## src/rtl/pll_pkg.sv

```systemverilog
// Shared types and helpers for the PLL front-end blocks.
//   PLL_DIV_W    : default width of divide ratios
//   div_t        : divide-ratio type at the default width
//   div_sanitize : maps a ratio of 0 to 1 (0 is not a meaningful divisor)
//   div_high     : high-phase length ceil(P/2), one bit wider than the ratio
package pll_pkg;

  localparam int PLL_DIV_W = 6;

  typedef logic [PLL_DIV_W-1:0] div_t;

  function automatic div_t div_sanitize(input div_t v);
    return (v == '0) ? div_t'(1) : v;
  endfunction

  function automatic logic [PLL_DIV_W:0] div_high(input div_t v);
    return ({1'b0, v} + (PLL_DIV_W+1)'(1)) >> 1;
  endfunction

endpackage

```

## src/rtl/pre_div_prog_if.sv

```systemverilog
// Control/status bundle of the programmable reference pre-divider.
//   en        : count enable (low freezes division)
//   p         : requested divide ratio
//   p_load    : one-cycle request to capture p
//   clk_ref   : divided reference clock
//   ref_stb   : one-cycle strobe on each clk_ref rising edge
//   p_active  : ratio in effect (0 already mapped to 1)
//   p_pending : a loaded ratio waits for the next period boundary
// master drives the requests; slave is the divider itself.
interface pre_div_prog_if #(
  parameter int DIV_W = 6
) ();

  logic             en;
  logic [DIV_W-1:0] p;
  logic             p_load;
  logic             clk_ref;
  logic             ref_stb;
  logic [DIV_W-1:0] p_active;
  logic             p_pending;

  modport master (
    output en, p, p_load,
    input  clk_ref, ref_stb, p_active, p_pending
  );

  modport slave (
    input  en, p, p_load,
    output clk_ref, ref_stb, p_active, p_pending
  );

endinterface

```

## src/rtl/pre_div_prog.sv

```systemverilog
// Programmable integer reference pre-divider.
// Divides clk_in by a runtime-loadable ratio P. clk_ref is high for
// ceil(P/2) cycles then low for the rest of the period; ref_stb pulses with
// every clk_ref rising edge. New ratios are held in a shadow register and
// applied only at a period boundary, so a running period is never cut short
// or stretched.
// Ports:
//   clk_in : system clock, all state on its rising edge
//   rst    : synchronous active-high reset
//   bus    : pre_div_prog_if.slave (en, p, p_load in; clk_ref, ref_stb,
//            p_active, p_pending out)
module pre_div_prog
  import pll_pkg::*;
#(
  parameter int DIV_W       = PLL_DIV_W,
  parameter int DEFAULT_DIV = 1
) (
  input  logic          clk_in,
  input  logic          rst,
  pre_div_prog_if.slave bus
);

  localparam logic [DIV_W-1:0] DEF_P = DIV_W'(DEFAULT_DIV);

  // Width-generic versions of the package helpers so DIV_W may differ
  // from the package default.
  function automatic logic [DIV_W-1:0] sanitize_p(input logic [DIV_W-1:0] v);
    return (v == '0) ? DIV_W'(1) : v;
  endfunction

  function automatic logic [DIV_W:0] high_len(input logic [DIV_W-1:0] v);
    return ({1'b0, v} + (DIV_W+1)'(1)) >> 1;
  endfunction

  logic [DIV_W-1:0] cnt;
  logic [DIV_W-1:0] p_act;
  logic [DIV_W-1:0] shadow;
  logic             pending;
  logic             start;
  logic             clk_ref_r;
  logic             ref_stb_r;

  logic             boundary;
  logic [DIV_W:0]   cnt_inc;
  logic [DIV_W:0]   high;

  always_comb begin
    cnt_inc  = {1'b0, cnt} + (DIV_W+1)'(1);
    high     = high_len(p_act);
    // p_act is never 0, so p_act-1 cannot wrap.
    boundary = bus.en && (start || (cnt == p_act - DIV_W'(1)));
  end

  always_ff @(posedge clk_in) begin
    if (rst) begin
      cnt       <= '0;
      clk_ref_r <= 1'b0;
      ref_stb_r <= 1'b0;
      p_act     <= DEF_P;
      shadow    <= '0;
      pending   <= 1'b0;
      start     <= 1'b1;
    end else begin
      ref_stb_r <= 1'b0;
      if (boundary) begin
        cnt       <= '0;
        clk_ref_r <= 1'b1;
        ref_stb_r <= 1'b1;
        start     <= 1'b0;
        // A load in the boundary cycle itself takes effect immediately and
        // supersedes anything already waiting in the shadow.
        if (bus.p_load) begin
          p_act   <= sanitize_p(bus.p);
          pending <= 1'b0;
        end else if (pending) begin
          p_act   <= sanitize_p(shadow);
          pending <= 1'b0;
        end
      end else begin
        if (bus.en) begin
          cnt       <= cnt_inc[DIV_W-1:0];
          clk_ref_r <= (cnt_inc < high);
        end
        if (bus.p_load) begin
          shadow  <= bus.p;
          pending <= 1'b1;
        end
      end
    end
  end

  assign bus.clk_ref   = clk_ref_r;
  assign bus.ref_stb   = ref_stb_r;
  assign bus.p_active  = p_act;
  assign bus.p_pending = pending;

endmodule

```

## src/flat_wrapper.sv

```systemverilog
// flat-port wrapper written by rule: the top's interface ports become plain ports
module pre_div_prog_flat import pll_pkg::*;
#(
  parameter int DIV_W       = PLL_DIV_W,
  parameter int DEFAULT_DIV = 1
)
  (clk_in, rst, bus_en, bus_p, bus_p_load, bus_clk_ref, bus_ref_stb, bus_p_active, bus_p_pending);
  pre_div_prog_if #(.DIV_W(DIV_W)) bus_i ();
  input  logic clk_in;
  input  logic rst;
  input wire logic [$bits(bus_i.en)-1:0] bus_en;
  input wire logic [$bits(bus_i.p)-1:0] bus_p;
  input wire logic [$bits(bus_i.p_load)-1:0] bus_p_load;
  output wire logic [$bits(bus_i.clk_ref)-1:0] bus_clk_ref;
  output wire logic [$bits(bus_i.ref_stb)-1:0] bus_ref_stb;
  output wire logic [$bits(bus_i.p_active)-1:0] bus_p_active;
  output wire logic [$bits(bus_i.p_pending)-1:0] bus_p_pending;
  assign bus_i.en = bus_en;
  assign bus_i.p = bus_p;
  assign bus_i.p_load = bus_p_load;
  assign bus_clk_ref = bus_i.clk_ref;
  assign bus_ref_stb = bus_i.ref_stb;
  assign bus_p_active = bus_i.p_active;
  assign bus_p_pending = bus_i.p_pending;
  pre_div_prog #(.DIV_W(DIV_W), .DEFAULT_DIV(DEFAULT_DIV)) u_core (.clk_in(clk_in), .rst(rst), .bus(bus_i));
endmodule
```

## config.mk

```make
export PLATFORM = sky130hd
export DESIGN_NAME = pre_div_prog_flat
export DESIGN_NICKNAME = d
export VERILOG_FILES = /design/src/rtl/pll_pkg.sv /design/src/rtl/pre_div_prog_if.sv /design/src/rtl/pre_div_prog.sv /design/src/flat_wrapper.sv
export SDC_FILE = /design/constraint.sdc
export NUM_CORES = 1
export LEC_CHECK = 0
export BUFFER_PORTS_ARGS = -buffer_cell sky130_fd_sc_hd__buf_2
export CAP_MARGIN = 20
export CORE_MARGIN = 3
export CORE_UTILIZATION = 30
export CTS_CLUSTER_SIZE = 25
export DETAILED_ROUTE_END_ITERATION = 10
export SLEW_MARGIN = 20
export SYNTH_ARGS = -nofsm -noshare
export SYNTH_HDL_FRONTEND = slang
export SYNTH_SLANG_ARGS = --single-unit
```

## constraint.sdc

```tcl
create_clock -name clk_in -period 6.2 [get_ports clk_in]
set_input_delay 0.93 -clock clk_in [delete_from_list [all_inputs] [get_ports clk_in]]
set_output_delay 0.93 -clock clk_in [all_outputs]
set_load 0.005 [all_outputs]
```

; ---- Word level (Yosys, flattened, before mapping)
; Index checks and enable logic that the tools add are counted.
[totals]
regBits = 22
[op_classes]
n_addsub = 3
n_lt_le_gt_ge = 1
eq_ne = 1
mux = 7
bitwise = 1
n_reduce_logical = 9
[op_table]
columns = op, count
row1 = $mux 6, 4
row2 = $add 6x1->7 const B, 2
row3 = $logic_not 6->1, 2
row4 = $lt 7x6->1, 1
row5 = $eq 6x6->1, 1
row6 = $sub 6x1->6 const B, 1
row7 = $reduce_and 2->1, 2
row8 = $reduce_bool 2->1, 2
row9 = $mux 1, 3
row10 = $reduce_or 2->1, 1
row11 = $logic_and 1x1->1, 1
row12 = $logic_or 1x1->1, 1
row13 = $not 1->1, 1

; ---- Logic depth before layout (Yosys ltp)
[depth]
word_depth = 6
depth_mapped = 9

; ---- Least setup slack after synthesis
; OpenSTA, ideal clock, no wires.
[synth_path]
path_type = input-to-reg
from = input bus_en
to = register u_core.p_act[5], in the netlist u_core.bus.p_active[5]
arrival_time_ns = 2.199
t_required_ns = 6.084
setup_slack_ns = 3.885
stages = 6
n_path_buf = 1
path_cell_list = clkbuf_1 -> inv_1 -> nor2_1 -> o31a_1 -> a311oi_1 -> a31o_2
[synth_via]
elab_chain_len = 2
[synth_lines]
columns = item, line_no
row1 = "start, declared", flat_wrapper.sv:11  ; input wire logic [$bits(bus_i.en)-1:0] bus_en;
row2 = $logic_and 1x1->1, pre_div_prog.sv:51  ; boundary = bus.en && (start || (cnt == p_act - DIV_W'(1)));
row3 = $reduce_and 2->1 (no line), --
row4 = "end signal, assigned", pre_div_prog.sv:73  ; p_act <= sanitize_p(bus.p);
row5 = "end signal, assigned", pre_div_prog.sv:76  ; p_act <= sanitize_p(shadow);
row6 = "end, declared", pre_div_prog.sv:36  ; logic [DIV_W-1:0] p_act;
; No other way between the ends.
; A chain may end at the register's enable or synchronous reset.

; ---- Final worst setup path
[layout_path]
from = register u_core.cnt[2]
to = register u_core.clk_ref_r, in the netlist u_core.bus.clk_ref
[layout_via]
elab_chain_len = 4
[layout_lines]
columns = item, line_no
row1 = "start, declared", pre_div_prog.sv:35  ; logic [DIV_W-1:0] cnt;
row2 = "start signal, assigned", pre_div_prog.sv:81  ; cnt <= cnt_inc[DIV_W-1:0];
row3 = $add 6x1->7, pre_div_prog.sv:48  ; cnt_inc = {1'b0, cnt} + (DIV_W+1)'(1);
row4 = net u_core.cnt_inc[5], pre_div_prog.sv:44  ; logic [DIV_W:0] cnt_inc;
row5 = $lt 7x6->1, pre_div_prog.sv:82  ; clk_ref_r <= (cnt_inc < high);
row6 = $mux 1, pre_div_prog.sv:80  ; if (bus.en) begin
row7 = $mux 1, pre_div_prog.sv:65  ; if (boundary) begin
row8 = "end signal, assigned", pre_div_prog.sv:82
row9 = "end, declared", pre_div_prog.sv:40  ; logic clk_ref_r;
; The timed path passes the listed nets, and every way through them passes these cells. The select of a mux whose other input is x is not followed.

==> key figures <==
Layout
  • Share of layout cells above drive strength 1: 0.164
  • Syn-to-layout area delta: 11.9%
  • Nets@finish: about 210
  • Diode count: 0

Timing
  • Setup TNS: 0 ps
  • Achievable clock frequency: 0.426 GHz
  • Final period util: 0.379
  • Worst Max-Slew Pin Slew: approximately 600 ps
  • Hold Slack: 468 ps
  • Final setup viols: 0
  • Worst rel slew slack: 0.600
  • Fin Clk Skew: 2.05 ps
  • Final setup margin: between 3000 and 4000 ps
  • Final max-slew violation count: 0
  • Final hold violations: 0
  • Unrepaired setup endpoints after global routing: false
  • Final min period: 2350 ps

Min path
  • Min-Delay Startpoint: u_core.shadow[0]
  • Worst Hold Endpoint: u_core.shadow[0]
  • WHS Path Cells: 2
  • Worst hold path type: reg -> reg

Synth
  • Simple-gate share of the synthesized area: 0.209
  • Yosys warning total: 0
  • Top-count cell post-synth: nand2_1
  • Yosys cell types: between 40 and 50
  • Area leader, netlist: dfxtp_1
  • Mapped cell area: 1490 um^2
  • Commonest cells in the netlist: 26 x nand2_1, 22 x dfxtp_1, 10 x a21oi_1, 10 x nor2_1, 10 x o21ai_0
  • Share of flip-flops with an asynchronous set or reset: 0
  • Syn Area/Cell: roughly 8.4 um^2
  • Mapped Nets: 195
  • Seq/Total Area, Yosys: 0.296
  • Number of synthesized flops with an enable pin: 0
  • Top_reg_cell synth: dfxtp_1
  • Synth Register Bits: 22
  • Mux cell area share after synthesis: 0.0606
  • Synth top area cells: dfxtp_1 30%, ha_1 6.7%, nand2_1 6.6%, mux2i_1 6.1%, xnor2_1 5.3%
  • Post-synthesis adder-cell area fraction: 0.0673
  • Yosys top cell area share: 0.296
  • Synth Area in XOR/XNOR: 0.0883
  • Syn Inst Count: 177
  • Compound-gate portion of the synthesized area: 0.225
  • Largest family of logic cells by synthesized area: compound AO/OA/AOI/OAI gates

Placed design
  • Post-DP HPWL: 2630 um
  • Gpl congestion: 0.816
  • Pre-CTS setup slack: 3810 ps
  • # port buffers: 18

Die
  • Die area: 5840 um^2
  • Die W: 76.4 um
  • Die outline height: 76.4 um
  • Ports: 19
  • Total core area: between 4000 and 5000 um^2
  • Effective utilization at floorplan: 0.326
  • Row count: 24

Route
  • Routed WL: 3430 um
  • # DRC: 0
  • Vias: 1275
  • WL per Instance: 13.5 um
  • Vias per Instance: 5.02
  • Routed Antenna Nets: 0
  • DR pass1 iterations: 4
  • Drt initial violations: 46

Setup path
  • Setup crit end kind: register
  • Crit-path leading delay family: compound AO/OA/AOI/OAI gates
  • Worst setup path class: reg -> reg
  • R2R depth: 8
  • Crit-path cells: nand3_1, or2_2, xnor2_1, ha_1, a21oi_1, o21ai_0, o21ai_0, o221a_1
  • Critical R2R Capture: u_core.bus.clk_ref
  • Worst path bufs/invs: 0
  • R2r setup slk: 3850 ps
  • RR Startpoint: u_core.cnt[2]
  • Worst path max stage delay: 560 ps
  • Worst EP arrival: roughly 2600 ps
  • Crit path max fanout: 10
  • Top cell by count, worst path: o21ai_0
  • Worst EP required: 6410 ps
  • Worst Setup Start Kind: register
  • Slowest cell on the critical path: dfxtp_1

Global route
  • GRT Util Overall: 0.122
  • Overflow left after global routing: 0
  • Initial antenna violation count: 0
  • First-pass GRT wire length: ~6000 um
  • Vias in the first global route: 1202
  • Largest net degree at the start of global routing: 17

Pwr
  • PwrDens: 225 nW/um^2
  • Leak pwr: 0.636 nW
  • Peak VDD IR: approximately 92 uV
  • Design Power: roughly 0.37 mW

CTS
  • Post-CTS Setup Inserts: 0
  • CTS Root Cell: clkbuf_8
  • Worst-path clk slew: 80 ps
  • Clk_lat worst skew: 260 ps
  • Clock tree buffer depth: 2
  • Post-CTS sizing: 0
  • Hold buffer count at cts: 0
  • H-tree Lvls: 1
  • CTS tree: built
  • Num CTS Buffers: 3
  • Clk sinks: 22

Run
  • Max-Cap Viols: 0

Run status
  • Status: completed
## per-layer routing
metal	vias up	global-route usage	wire length, um
met3	5	0.0154	105
li1	663	-	-
met4	0	0.0489	62
met2	20	0.182	1490
met5	-	0	0
met1	587	0.176	1780
## metrics by stage
| step | cell area (um^2) | instances | util |
|---|---|---|---|
| after floorplan | 1490 | 177 | - |
| after detailed placement | 1610 | 250 | 0.353 |
| after global routing | 1660 | 254 | 0.365 |
| final | 1660 | 254 | 0.365 |
| after global placement | 1610 | 250 | 0.353 |
| after CTS | 1660 | 254 | 0.365 |
## cell usage in the layout (no fill, tap or decap), drive strengths merged, types with 6 or more instances in the layout
cell	count
o21ai	11
nand3	7
ha	8
xnor2	9
xor2	6
nand2	26
buf	18
a21oi	11
dfxtp	22
mux2i	9
nor2	10
inv	8
## report_power, final
group | switching [mW] | internal, mW
clock | 0.0468 | 0.0566
combinational | 0.0585 | 0.0440
sequential | 0.0169 | 0.152
total | 0.122 | 0.252
## worst min-delay path, delay by kind of cell (launching register included)
kind | cells | cell delay (ps)
flops | 1 | 320
simple gates | 1 | 50
mux | 1 | 50
## worst max path at each step
stage / startpoint / to / slack [ps] / cells past startpoint
2_1_floorplan: bus_en / u_core.bus.p_active[5] / 3890 / 6
3_3_place_gp: bus_p_load / u_core.bus.p_active[3] / 3830 / 6
3_5_place_dp: bus_en / u_core.bus.p_active[4] / 3810 / 6
4_1_cts: u_core.cnt[2] / u_core.bus.clk_ref / 3840 / 8
5_1_grt: u_core.bus.p_active[0] / u_core.bus.p_active[4] / 3650 / 7
6_report: u_core.cnt[2] / u_core.bus.clk_ref / 3850 / 8
## logic make-up (layout without fill, tap and decap cells)
kind of cell	Yosys count	after routing
simple gates	62	62
compound gates	43	43
xor+xnor	15	15
fa+ha+maj	8	8
mux	9	9
buf+inv	18	30
flops	22	22
## final cells by class
class | count | area (um^2)
clock buffer | 4 | 55.1
fill | 523 | 2900
inverter | 8 | 30.0
multi-input combinational | 137 | 967
sequential | 22 | 440
tap | 65 | 81.3
timing repair buffer | 18 | 90.1
## sequential cells by signal, summed over array words and instances (netlist names)
signal / flops
u_core.bus.p_active: 6
u_core.cnt: 6
u_core.shadow: 6
u_core.bus.clk_ref: 1
u_core.bus.p_pending: 1
u_core.bus.ref_stb: 1
u_core.start: 1
(Power assumes the default switching activity.)
